[config.mk]
export PLATFORM = sky130hd
export DESIGN_NAME = car_sensor_conditioner_flat
export DESIGN_NICKNAME = d
export VERILOG_FILES = /design/src/rtl/car_sensor_conditioner_if.sv /design/src/rtl/car_sensor_conditioner.sv /design/src/flat_wrapper.sv
export SDC_FILE = /design/constraint.sdc
export NUM_CORES = 1
export LEC_CHECK = 0
export CORE_MARGIN = 3
export CORE_UTILIZATION = 43
export CTS_CLUSTER_DIAMETER = 100
export DETAILED_ROUTE_END_ITERATION = 8
export GPL_ROUTABILITY_DRIVEN = 0
export PLACE_DENSITY = 0.74
export RECOVER_POWER = 50
export SETUP_SLACK_MARGIN = 0.3
export SYNTH_ARGS = -nofsm -noshare
export SYNTH_HDL_FRONTEND = slang
export SYNTH_SLANG_ARGS = --single-unit
[constraint.sdc]
create_clock -name clk -period 1.4 [get_ports clk]
set_input_delay 0.14 -clock clk [delete_from_list [all_inputs] [get_ports clk]]
set_output_delay 0.14 -clock clk [all_outputs]
set_load 0.05 [all_outputs]
[src/rtl/car_sensor_conditioner_if.sv]
// car_sensor_conditioner_if: detector-side and controller-side signals of the farm-road car sensor conditioner
interface car_sensor_conditioner_if #(parameter int CNT_W = 4);
  logic sensor_raw;
  logic farm_green;
  logic c;
  logic sensor_clean;
  logic sensor_fault;
  logic [CNT_W-1:0] car_count;
  modport master(output sensor_raw, farm_green, input c, car_count, sensor_clean, sensor_fault);
  modport slave(input sensor_raw, farm_green, output c, car_count, sensor_clean, sensor_fault);
endinterface

[src/rtl/car_sensor_conditioner.sv]
// car_sensor_conditioner: synchronizes and debounces the vehicle loop, queues arrivals, raises c for the controller
// Optional stuck-sensor fail-safe enabled by defining SENSOR_TIMEOUT_EN.
module car_sensor_conditioner #(
  parameter int DEBOUNCE_CYCLES = 4,
  parameter int CNT_W = 4,
  parameter int TIMEOUT_CYCLES = 200
) (
  input logic clk,
  input logic reset,
  car_sensor_conditioner_if.slave bus
);
  typedef enum logic [1:0] {LOW, CHK_HIGH, HIGH, CHK_LOW} state_t;
  localparam logic [7:0] LAST = 8'(DEBOUNCE_CYCLES - 1);
  state_t state, state_n;
  logic [7:0] cnt, cnt_n;
  logic [CNT_W-1:0] count, count_n;
  logic sync_q1, sync_q2, clean, clean_q, c_q, arrival;
  assign clean = (state == HIGH) || (state == CHK_LOW);
  assign arrival = clean & ~clean_q;
  assign count_n = bus.farm_green ? '0 : (arrival && !(&count)) ? count + 1'b1 : count;
  always_ff @(posedge clk) begin
    if (reset) begin
      sync_q1 <= 1'b0;
      sync_q2 <= 1'b0;
      state <= LOW;
      cnt <= 8'd0;
      clean_q <= 1'b0;
      count <= '0;
      c_q <= 1'b0;
    end else begin
      sync_q1 <= bus.sensor_raw;
      sync_q2 <= sync_q1;
      state <= state_n;
      cnt <= cnt_n;
      clean_q <= clean;
      count <= count_n;
      c_q <= |count_n;
    end
  end
  // With a one-sample debounce the CHK states are bypassed entirely.
  always_comb begin
    state_n = state;
    cnt_n = cnt;
    case (state)
      LOW: if (sync_q2) begin
        state_n = (LAST == 8'd0) ? HIGH : CHK_HIGH;
        cnt_n = (LAST == 8'd0) ? 8'd0 : 8'd1;
      end
      CHK_HIGH: if (!sync_q2) begin
        state_n = LOW;
        cnt_n = 8'd0;
      end else if (cnt == LAST) begin
        state_n = HIGH;
        cnt_n = 8'd0;
      end else cnt_n = cnt + 8'd1;
      HIGH: if (!sync_q2) begin
        state_n = (LAST == 8'd0) ? LOW : CHK_LOW;
        cnt_n = (LAST == 8'd0) ? 8'd0 : 8'd1;
      end
      CHK_LOW: if (sync_q2) begin
        state_n = HIGH;
        cnt_n = 8'd0;
      end else if (cnt == LAST) begin
        state_n = LOW;
        cnt_n = 8'd0;
      end else cnt_n = cnt + 8'd1;
    endcase
  end
  assign bus.sensor_clean = clean;
  assign bus.car_count = count;
`ifdef SENSOR_TIMEOUT_EN
  localparam logic [15:0] TO = 16'(TIMEOUT_CYCLES);
  logic [15:0] stuck;
  logic fault;
  always_ff @(posedge clk) begin
    if (reset) begin
      stuck <= 16'd0;
      fault <= 1'b0;
    end else begin
      stuck <= !clean ? 16'd0 : (stuck == TO) ? stuck : stuck + 16'd1;
      fault <= fault | (clean && (stuck == TO - 16'd1));
    end
  end
  assign bus.sensor_fault = fault;
  assign bus.c = c_q | (fault & ~bus.farm_green);
`else
  assign bus.sensor_fault = 1'b0;
  assign bus.c = c_q;
`endif
endmodule

[src/flat_wrapper.sv]
// flat-port wrapper written by rule: the top's interface ports become plain ports
module car_sensor_conditioner_flat 
#(
  parameter int DEBOUNCE_CYCLES = 4,
  parameter int CNT_W = 4,
  parameter int TIMEOUT_CYCLES = 200
)
  (clk, reset, bus_sensor_raw, bus_farm_green, bus_c, bus_car_count, bus_sensor_clean, bus_sensor_fault);
  car_sensor_conditioner_if #(.CNT_W(CNT_W)) bus_i ();
  input logic clk;
  input logic reset;
  input wire logic [$bits(bus_i.sensor_raw)-1:0] bus_sensor_raw;
  input wire logic [$bits(bus_i.farm_green)-1:0] bus_farm_green;
  output wire logic [$bits(bus_i.c)-1:0] bus_c;
  output wire logic [$bits(bus_i.car_count)-1:0] bus_car_count;
  output wire logic [$bits(bus_i.sensor_clean)-1:0] bus_sensor_clean;
  output wire logic [$bits(bus_i.sensor_fault)-1:0] bus_sensor_fault;
  assign bus_i.sensor_raw = bus_sensor_raw;
  assign bus_i.farm_green = bus_farm_green;
  assign bus_c = bus_i.c;
  assign bus_car_count = bus_i.car_count;
  assign bus_sensor_clean = bus_i.sensor_clean;
  assign bus_sensor_fault = bus_i.sensor_fault;
  car_sensor_conditioner #(.DEBOUNCE_CYCLES(DEBOUNCE_CYCLES), .CNT_W(CNT_W), .TIMEOUT_CYCLES(TIMEOUT_CYCLES)) u_core (.clk(clk), .reset(reset), .bus(bus_i));
endmodule
* Word-level counts from Yosys, hierarchy flattened *
Cells that the tools add are included.

operators by class
  multiplexer cells = 15
  bitwise operators = 2
  reductions and logical operators = 8
  multiply operators = 0
  divide/modulo/power cells = 0
  eq/ne operators = 8
  shift operators = 0
  $lt $le $gt $ge = 0
  $add $sub $neg = 2

operator list
  operator             number
  $mux 8               5
  $pmux 8 s4           1
  $mux 2               6
  $add 8x1->8 const B  1
  $eq 8x2->1 const B   1
  $mux 4               2
  $pmux 2 s4           1
  $reduce_and 4->1     2
  $add 4x1->4 const B  1
  $eq 2x2->1 const B   2
  $reduce_or 4->1      1
  $ne 3x2->1 const B   1
  $ne 3x3->1 const B   1
  $eq 2x1->1 const B   1
  $logic_not 2->1      1
  $ne 2x1->1 const B   1
  $ne 2x2->1 const B   1
  $reduce_and 2->1     1
  $and 1x1->1          1
  $logic_and 1x1->1    1
  $logic_not 1->1      1
  $logic_or 1x1->1     1
  $not 1->1            1

word-level totals
  latch bits = 0
  input port bits = 4
  memories = 0
  memory bits (writable) = 0
  output and inout port bits = 7
  register bits after elaboration = 18
  bits in read-only memories = 0

* Depth between registers and ports, before layout *
Gate-level depths: netlist of run 1.

  word-level depth = 7
  depth in mapped cells = 5

* Least setup slack after synthesis of run 1 *
Ideal clock, no wire load.

  kind = register to register
  from = register u_core.count[0], in the netlist u_core.bus.car_count[0]
  to = register u_core.count[1], in the netlist u_core.bus.car_count[1]
  setup time = 0.129 ns
  cell stages (with the launch flop) = 6
  arrival = 1.447 ns
  slack = -0.176 ns
  data required time = 1.271 ns
  path buffers = 0
  cells stage by stage = dfxtp_1 ha_1 nand3_1 nand2_1 mux2i_1 nor3_1

on the way
  cells in the longest elaborated chain, start to end = 5

ends and longest elaborated chain
  item                                                 line                          RTL
  start: declaration                                   car_sensor_conditioner.sv:16  logic [CNT_W-1:0] count, count_n;
  start signal: assignment                             car_sensor_conditioner.sv:36  count <= count_n;
  branches (longest 3 deep; another with $add 4x1->4)  --
  $mux 4 (*) (2 in a row)                              car_sensor_conditioner.sv:20  assign count_n = bus.farm_green ? '0 : (arrival && !(&count)) ? count + 1'b1 : count;

Mark *: on every way between the ends.
A chain may end at the register's enable or synchronous reset.

* Worst setup path in the final report of run 1 *
  from = register u_core.cnt[1]
  to = register u_core.cnt[6]

on the way
  cells in the longest elaborated chain, start to end = 4

ends and longest elaborated chain
  item                                              line                                                        RTL
  start: declaration                                car_sensor_conditioner.sv:15                                logic [7:0] cnt, cnt_n;
  start signal: assignment                          car_sensor_conditioner.sv:34                                cnt <= cnt_n;
  $add 8x1->8 / $eq 8x2->1 (equally long branches)  --
  $mux 8 (*)                                        car_sensor_conditioner.sv:52, car_sensor_conditioner.sv:63
  $mux 8 (on tied branches)                         car_sensor_conditioner.sv:60, car_sensor_conditioner.sv:49
  $pmux 8 s4 (*)                                    car_sensor_conditioner.sv:44                                case (state)

Mark *: on every way between the ends. The rest lies on a longest branch, timed or not.

==> key figures, run 1 <==
STA
  • Final clock skew: a little over 0.005 ns
  • Setup violators final: 2
  • Final Slew Violations: 0
  • Hold Vio Cnt, Final: 0
  • Hold_ws: 0.396 ns
  • Min Tclk post-route: around 1.4 ns
  • Fin crit share: 103%
  • Unrepaired setup endpoints after global routing: yes
  • Max Fclk: 694 MHz
  • Slew margin rel.: between 60 and 70%
  • PnR worst setup slack: -0.0403 ns
  • Worst Max-Slew Pin Slew: between 0.5 and 0.6 ns

Global routing
  • Global-route usage over all layers: a little under a fifth
  • M1 GR Usage: roughly 25%
  • Initial antenna violation count: 0
  • Largest net degree at the start of global routing: 12
  • Vias in the first global route: around 750
  • Met3 usage in global routing: around 3.3%
  • Grt peak-use layer: met2
  • Met2 usage: a little over a quarter
  • First-pass GRT wire length: roughly 3500 um
  • GR Overflow Total: 0

Logic synthesis
  • Post-Syn Area: 841 sq um
  • Yosys Warn Count: 0
  • Register bit total from synthesis: 18
  • Sequential area share after synthesis: between 40% and 50%
  • Largest cells by area after synthesis: dfxtp_1 43%, xor2_1 5.2%, a21oi_1 4.8%
  • Fraction of registers with async set/reset: 0%
  • Synth area leader: dfxtp_1
  • Yosys cell types: 28
  • Post-synthesis average cell area: around 9.3 sq um
  • Synth top area share: between 40% and 50%
  • Gate Count Post-Synth: 90
  • EDFF count, synth: 0
  • Dominant synthesized flop cell: dfxtp_1
  • Syn_nets: 96

Cells and area
  • Synth-to-Final Area Change: 51.9%
  • Diode count: 0
  • Post-layout nets: about 120
  • Fill cell count: 131
  • Share of cells above drive strength 1: a little over two fifths

Clocking
  • CTS tree: built
  • Clock Path Buffers: 2
  • Clk_lat worst skew: 0.29 ns
  • CTS Hold Bufs: 0
  • H-tree level count: 1
  • Clk sinks: 18
  • TritonCTS Buffers: 3
  • CTS Root Cell: clkbuf_4
  • Clock transition at path regs: roughly 0.10 ns

Floorplan
  • Die X: around 50 um
  • Core Area: around 1800 sq um
  • I/O Pins: 11
  • Std-Cell Rows: 15
  • Die height: ~50 um
  • Initial core utilization: 47.2%
  • DIE AREA: between 2000 and 3000 sq um

Detailed routing
  • Via Count: a little under 800
  • DRC: 0
  • Vias per cell: ~5.5
  • Router iterations before antenna repair: 4
  • Final antenna-violating net count: 0
  • Routed wire per std cell: 14.8 um
  • Iter 0 DRT Violations: 33
  • Drt total wl: about 2100 um

Critical path
  • Crit path max fanout: 8
  • Crit Path Class: reg -> reg
  • Critical Path AT: 1.66 ns
  • Crit start category: flop
  • Crit. End Element: flop
  • Critical Path RT: 1.62 ns

Status
  • Status: finished, violations left
  • Failing checks: negative setup slack

Power and ir drop
  • VDD IR max: 0.000645 V
  • Power Density: ~700 nW/um^2
  • Leak: approximately 0.48 nW
  • Total power draw: between 0.0008 and 0.0009 W

Placement
  • Post-DP HPWL: 1290 um
  • IO buf count: 9

Worst hold path
  • Worst min-delay path class: in -> reg

Flow run
  • Max Cap Viol: 0
==> synthesized netlist by cell type (2+ instances only) <==
cell / instances
a31oi_1: 3
xor2_1: 5
a2111oi_0: 2
and3_1: 4
inv_1: 4
nand2_1: 3
nand2b_1: 2
ha_1: 2
a21oi_1: 8
dfxtp_1: 18
nand4_1: 3
nor3_1: 6
o2111ai_1: 2
nor2_1: 5
nor2b_1: 3
nand3_1: 6
mux2i_1: 3
==> routing by layer <==
metal	up-vias	wire length (um)	part of all wire (%)
met5	-	0	0
met2	25	1010	48
li1	382	-	-
met3	4	91	4.3
met1	376	977	46
met4	0	30	1.4
==> sequential cells by signal, summed over array words and instances, names as in the netlist, named ones only <==
register	flops
u_core.cnt	8
u_core.bus.car_count	4
u_core.bus.c	1
u_core.clean_q	1
u_core.state	1
u_core.sync_q1	1
u_core.sync_q2	1
==> stage by stage <==
step                TNS [ns]  util, %  worst slack [ns]  instance area [sq um]  instances
floorplan            -0.0955        -           -0.0370                    912         90
global placement      -0.174     63.6           -0.0548                   1130        132
detailed placement    -0.459     63.6            -0.110                   1130        132
CTS                        0     69.2           0.00966                   1230        140
global route          -0.565     71.6            -0.149                   1280        142
finish               -0.0692     71.6           -0.0403                   1280        142
==> power by group <==
part / leakage [nW] / total (W) / switching [W] / internal (W)
combinational: 0.308 / 0.0000582 / 0.0000348 / 0.0000234
clock: 0.0210 / 0.000316 / 0.000157 / 0.000158
sequential: 0.149 / 0.000520 / 0.00000479 / 0.000515
==> final timing paths <==
kind / cells past startpoint / slack (ns) / start / endpoint
worst min-delay path: 2 / 0.40 / bus_sensor_raw / u_core.sync_q1
worst min register to register: 1 / 0.47 / u_core.sync_q1 / u_core.sync_q2
worst max register to register: 6 / -0.04 / u_core.cnt[1] / u_core.cnt[6]
worst max-delay path: 6 / -0.04 / u_core.cnt[1] / u_core.cnt[6]
==> layout make-up <==
class                           count  area [sq um]  area share [%]
Clock buffer                        4          36.3            2.84
Multi-Input combinational cell     65           559            43.8
Sequential cell                    18           370            29.0
Timing Repair Buffer               26           265            20.8
Tap cell                           25          31.3            2.45
Inverter                            4          15.0            1.18
==> layout by cell type, fill, tap and decap left out, drive strengths merged, types with 3 or more instances in the layout <==
cell type	synthesis	routed
a2111oi	3	3
dfxtp	18	18
nor3	6	6
nand4	3	3
and3	4	4
nand2	3	3
inv	4	4
nand3	6	6
buf	2	21
clkbuf	1	6
a31oi	3	3
nor2	5	5
mux2i	3	3
xor2	5	5
a21oi	8	8
nor2b	3	3
==> logic make-up after synthesis <==
kind of cell / Yosys count / share of synthesized area (%)
flops: 18 / 42.9
fa+ha+maj: 2 / 2.98
simple gates: 34 / 22.3
other cells: 1 / 0.446
compound gates: 19 / 17.9
xor+xnor: 6 / 6.25
mux: 3 / 3.57
buf+inv: 7 / 3.72
==> critical path, stage by stage (launching register included) <==
cell and delay [ns]:
dfxtp_2 0.35, ha_4 0.15, nor4b_4 0.13, a2111oi_4 0.33, buf_6 0.18, a21oi_1 0.07
mux2i_1 0.15
==> timing repair <==
item,CTS,global route
endpoints found under the setup margin,14,16
buffers inserted,4,2
resized for setup,7,12
pin swaps,8,2
(Power assumes the default switching activity.)
==> inputs of run 2 (changes only) <==
==> constraint.sdc (replaced) <==
create_clock -name clk -period 1.29 [get_ports clk]
set_input_delay 0.129 -clock clk [delete_from_list [all_inputs] [get_ports clk]]
set_output_delay 0.129 -clock clk [all_outputs]
set_load 0.05 [all_outputs]
==> run 2 against run 1 <==
Effect of this change:
- the run still ends with negative setup slack left
- sequential share of layout area fell by 0.12 points
- cell count rose by 2.8%
- clock power fell by 7.6%
- via count rose by 3.9%
- largest power group unchanged
- highest routed layer unchanged
==> key figures, run 2 (synthesized netlist as in run 1, its figures left out) <==
Power and ir drop
  • P_sw: 0.000217 W
  • Leak: 0.515 nW
  • Comb pwr share: around 7.8%
  • Seq pwr share: about three fifths
  • Power Density: ~700 nW/um^2
  • VDD IR max: 0.000668 V
  • Switch share: 23.6%
  • Int Pwr: 0.000702 W
  • Clock network fraction of design power: between 30% and 40%

Critical path
  • Ordered cell list for the critical path: nor3_1, buf_4, a2111oi_4, buf_6, a21oi_1, mux2i_1
  • Crit path max fanout: 8
  • Register-to-register path setup slack: -0.14 ns
  • CP peak stage delay: approximately 0.37 ns
  • CP Buf/Inv Count: 2
  • Crit Path Class: reg -> reg
  • Crit start category: flop
  • Critical path's slowest cell: dfxtp_1
  • Reg-to-reg endpoint: u_core.cnt[6]
  • Critical Path AT: 1.64 ns
  • Crit. End Element: flop
  • Reg2Reg Depth: 6
  • Worst r2r src: u_core.cnt[7]
  • CP delay by family, top: compound AO/OA/AOI/OAI gates
  • Critical Path RT: 1.51 ns

STA
  • Unrepaired setup endpoints after global routing: yes
  • Hold Vio Cnt, Final: 0
  • Min Tclk post-route: roughly 1.4 ns
  • PnR worst setup slack: -0.137 ns
  • Total Neg Setup Slack: -0.746 ns
  • Worst Max-Slew Pin Slew: 0.544 ns
  • Max Fclk: between 700 and 800 MHz
  • Setup violators final: 9
  • Slew margin rel.: 63.7%
  • Final Slew Violations: 0
  • Final clock skew: between 0.006 and 0.007 ns
  • Fin crit share: 111%

Floorplan
  • I/O Pins: 11
  • Core Area: 1780 sq um
  • Initial core utilization: between 40% and 50%
  • DIE AREA: 2520 sq um
  • Die X: approximately 50 um
  • Die height: 50.2 um
  • Std-Cell Rows: 15

Placement
  • IO buf count: 9
  • Post-DP HPWL: between 1000 and 1500 um
  • Pre-CTS setup slack: -0.166 ns

Cells and area
  • Post-layout nets: 128
  • Area of the multi-input gates: approximately 550 sq um
  • Diode count: 0
  • Register Area: 380 sq um
  • Top reg by flops: u_core.cnt
  • Share of cells above drive strength 1: between 40% and 50%
  • Commonest non-fill, non-tap cell in the layout: buf_4
  • Synth-to-Final Area Change: 56.7%
  • Most frequent cells in the layout: 16 x buf_4, 10 x dfxtp_1
  • Number of flip-flops under the largest register name: 8
  • Fill cell count: around 130

Status
  • Status: finished, violations left
  • Failing checks: negative setup slack

Worst hold path
  • Hold Crit Depth: 2
  • Worst Min Path Start: bus_sensor_raw
  • WHS Endpoint: u_core.sync_q1
  • Worst min-delay path class: in -> reg

Clocking
  • Clk sinks: 18
  • Clock Path Buffers: 2
  • CTS tree: built
  • CTS Hold Bufs: 0
  • TritonCTS Buffers: 3
  • Clock transition at path regs: around 0.10 ns
  • CTS Root Cell: clkbuf_4
  • Clk_lat worst skew: 0.29 ns
  • H-tree level count: 1

Detailed routing
  • Iter 0 DRT Violations: 25
  • Routed wire per std cell: 14.9 um
  • DRC: 0
  • Drt total wl: between 2000 and 2500 um
  • Final antenna-violating net count: 0
  • Vias per cell: about 5.6
  • Via Count: between 800 and 900
  • Router iterations before antenna repair: 4

Global routing
  • Largest net degree at the start of global routing: 12
  • Vias in the first global route: between 800 and 900
  • First-pass GRT wire length: 3690 um
  • Initial antenna violation count: 0
  • Global-route usage over all layers: 19.1%
  • GR Overflow Total: 0

Flow run
  • Max Cap Viol: 0
-- run 2: worst max path at each step --
stage	endpoint	slack (ns)	depth (start not counted)	from
after floorplan	u_core.cnt[6]	-0.15	5	u_core.cnt[0]
after global placement	u_core.cnt[2]	-0.1	6	u_core.cnt[1]
after detailed placement	u_core.cnt[2]	-0.17	6	u_core.cnt[1]
after CTS	u_core.cnt[5]	-0.13	6	u_core.cnt[1]
after global routing	u_core.cnt[4]	-0.24	6	u_core.cnt[7]
final	u_core.cnt[6]	-0.14	6	u_core.cnt[7]
-- run 2: metrics by stage --
stage	total power [W]	util (%)	instances	hold slack (ns)	area, sq um
after floorplan	0.000607	-	90	0.190	912
after global placement	0.000634	67.6	138	0.426	1200
after CTS	0.000922	71.1	143	0.391	1270
after detailed placement	0.000637	67.6	138	0.437	1200
after global routing	0.000958	73.9	146	0.419	1320
final	0.000919	73.9	146	0.396	1320
-- run 2: cell type report --
| cell class | instances | area share [%] |
|---|---|---|
| timing repair buffer | 30 | 23.6 |
| sequential | 18 | 28.9 |
| inverter | 4 | 1.14 |
| clock buffer | 4 | 1.99 |
| tap | 25 | 2.37 |
| multi-input combinational | 65 | 42.0 |
-- run 2: worst reg2reg max path: stages, from the launching register on --
cell       delay, ns
dfxtp_1         0.37
nor3_1          0.06
buf_4           0.16
a2111oi_4       0.36
buf_6           0.18
a21oi_1         0.07
mux2i_1         0.16
-- run 2: power groups by stage --
stage	clock (W)	sequential [W]	combinational [W]
after global routing	0.000324	0.000557	0.0000765
after global placement	0	0.000573	0.0000615
after CTS	0.000299	0.000558	0.0000648
after floorplan	0	0.000574	0.0000332
final	0.000292	0.000556	0.0000713
after detailed placement	0	0.000573	0.0000638
-- run 2: routing by layer --
metal / up-vias / share of wire (%) / global-route usage [%]
met4: 0 / 1.7 / 10.6
met3: 4 / 3.9 / 3.26
met1: 391 / 46 / 24.6
li1: 395 / - / -
met2: 28 / 48 / 30.0
met5: - / 0 / 0
-- run 2: what timing repair did --
item | 4_1_cts | 5_1_grt
pin swaps | 7 | 6
buffers inserted | 1 | 3
resized for setup | 8 | 11
setup endpoints to repair | 19 | 20
==> inputs of run 3 (changes only) <==
--- a/config.mk
+++ b/config.mk
@@ -5,7 +5,7 @@
 export SDC_FILE = /design/constraint.sdc
 export NUM_CORES = 1
 export LEC_CHECK = 0
-export CORE_MARGIN = 3
+export CORE_MARGIN = 2
 export CORE_UTILIZATION = 43
 export CTS_CLUSTER_DIAMETER = 100
 export DETAILED_ROUTE_END_ITERATION = 8
==> run 3 against run 2 <==
Effect of this change:
- the flow still finishes with violations (negative setup slack)
- sequential power hardly changed
- final area is 3.3% higher
- first-iteration DRC count is 60% lower
- wire length decreased by 2.4%
- sequential cell count unchanged
- core utilization increased by 2.5 points
- total power rose by 0.52%
- worst hold slack got worse by 0.015 ns
- critical path depth unchanged
- via count shrank 1.2%
- cell count did not move
- global-route usage is 3.6 points higher
==> key figures, run 3 (synthesized netlist as in run 1, its figures left out) <==
Detailed routing
  • Final antenna-violating net count: 0
  • Vias per cell: roughly 5.5
  • Via Count: around 810
  • Iter 0 DRT Violations: 10
  • Routed wire per std cell: between 10 and 15 um
  • Router iterations before antenna repair: 4
  • Drt total wl: roughly 2100 um
  • DRC: 0

Cells and area
  • Post-layout nets: ~130
  • Most frequent cells in the layout: 17 x buf_4, 11 x dfxtp_1
  • Synth-to-Final Area Change: 61.9%
  • Number of flip-flops under the largest register name: 8
  • Share of cells above drive strength 1: a little over 50%
  • Finished Layout Cells: about 150
  • Commonest non-fill, non-tap cell in the layout: buf_4
  • Fill cell count: around 130
  • Top reg by flops: u_core.cnt
  • Diode count: 0

Clocking
  • Clock Path Buffers: 2
  • CTS Root Cell: clkbuf_4
  • TritonCTS Buffers: 3
  • CTS tree: built
  • H-tree level count: 1
  • Clk_lat worst skew: ~0.3 ns
  • Clk sinks: 18
  • Clock transition at path regs: 0.09 ns

Placement
  • Post-DP HPWL: roughly 1500 um
  • Pre-CTS setup slack: -0.170 ns
  • Placed cells: about 140
  • IO buf count: 9

STA
  • Setup violators final: 8
  • Hold Vio Cnt, Final: 0
  • Hold_ws: 0.380 ns
  • Final clock skew: roughly 0.0011 ns
  • Max Fclk: a little under 700 MHz
  • PnR worst setup slack: -0.155 ns
  • Total Neg Setup Slack: -0.704 ns
  • Min Tclk post-route: about 1.4 ns
  • Fin crit share: 112%
  • Final Slew Violations: 0
  • Unrepaired setup endpoints after global routing: yes

Status
  • Status: finished, violations left
  • Failing checks: negative setup slack

Floorplan
  • Initial core utilization: a little under half
  • Std-Cell Rows: 15
  • Die X: about 48 um
  • I/O Pins: 11
  • Die height: between 40 and 50 um
  • Core Area: ~1800 sq um
  • DIE AREA: ~2300 sq um

Critical path
  • Reg2Reg Depth: 6
  • Crit. End Element: flop
  • Worst r2r src: u_core.cnt[1]
  • CP peak stage delay: 0.35 ns
  • Ordered cell list for the critical path: ha_4, nor4b_4, a2111oi_4, buf_6, a21oi_1, a31oi_1
  • Crit start category: flop
  • Critical Path Source: u_core.cnt[1]
  • Crit path max fanout: 8
  • Register-to-register path setup slack: -0.16 ns
  • Critical Path RT: around 1.5 ns
  • Critical Path AT: between 1.5 and 2 ns
  • Crit path capture: u_core.cnt[4]
  • Crit Path Class: reg -> reg
  • Reg-to-reg endpoint: u_core.cnt[4]
  • Critical path's slowest cell: dfxtp_2

Global routing
  • Initial antenna violation count: 0
  • GR Overflow Total: 0
  • Global-route usage over all layers: a little under a quarter
  • Largest net degree at the start of global routing: 11
  • Vias in the first global route: approximately 750
  • First-pass GRT wire length: roughly 3500 um

Power and ir drop
  • VDD IR max: 0.000582 V
  • Total power draw: between 0.0009 and 0.001 W
  • Power Density: 679 nW/um^2
  • Leak: between 0.5 and 0.6 nW

Flow run
  • Max Cap Viol: 0

Worst hold path
  • Worst min-delay path class: in -> reg
-- run 3: per-stage QoR --
| step | cell area [sq um] | util [%] |
|---|---|---|
| 6_report | 1360 | 76.4 |
| 5_1_grt | 1360 | 76.4 |
| 4_1_cts | 1350 | 75.4 |
| 3_5_place_dp | 1210 | 68.0 |
| 3_3_place_gp | 1210 | 68.0 |
| 2_1_floorplan | 912 | - |
-- run 3: critical path: cells and delay by family (launching register included) --
kind,cells,cell delay (ns)
flip-flops,1,0.35
adder cells (fa/ha/maj),1,0.15
AO/OA/AOI/OAI,3,0.55
AND/OR/NAND/NOR,1,0.13
buffers and inverters,1,0.19
-- run 3: where the power goes --
part           switching, W  internal (W)
Combinational     0.0000444     0.0000344
Sequential       0.00000333      0.000551
Clock              0.000170      0.000121
Total              0.000218      0.000706
-- run 3: area by class of cell --
| type | count | area (sq um) | share of cell area [%] |
|---|---|---|---|
| timing repair buffer | 30 | 308 | 22.6 |
| sequential | 18 | 382 | 28.0 |
| tap | 25 | 31.3 | 2.30 |
| multi-input combinational | 65 | 599 | 44.0 |
| clock buffer | 4 | 26.3 | 1.93 |
| inverter | 4 | 15.0 | 1.10 |
-- run 3: worst min path at each step --
stage              startpoint                      end  slack, ns  depth (start not counted)
5_1_grt        bus_sensor_raw           u_core.sync_q1       0.37                          2
3_5_place_dp   u_core.sync_q1           u_core.sync_q2       0.46                          1
4_1_cts        bus_sensor_raw           u_core.sync_q1       0.37                          2
3_3_place_gp   u_core.sync_q1           u_core.sync_q2       0.43                          1
6_report       bus_sensor_raw           u_core.sync_q1       0.38                          2
2_1_floorplan  bus_farm_green  u_core.bus.car_count[0]       0.19                          1
-- run 3: metal layers --
metal	vias up	routed length (um)	global-route usage [%]
li1	398	-	-
met1	398	994	28.4
met2	7	1040	35.3
met3	5	49	7.04
met4	0	45	11.4
met5	-	0	0
-- run 3: repair_timing --
action | 4_1_cts | 5_1_grt
buffers inserted | 2 | 1
setup endpoints to repair | 19 | 20
pin swaps | 8 | 7
hold endpoints to repair | 0 | 0
hold buffers | 0 | 0
resized for setup | 21 | 5
gates cloned | 0 | 0
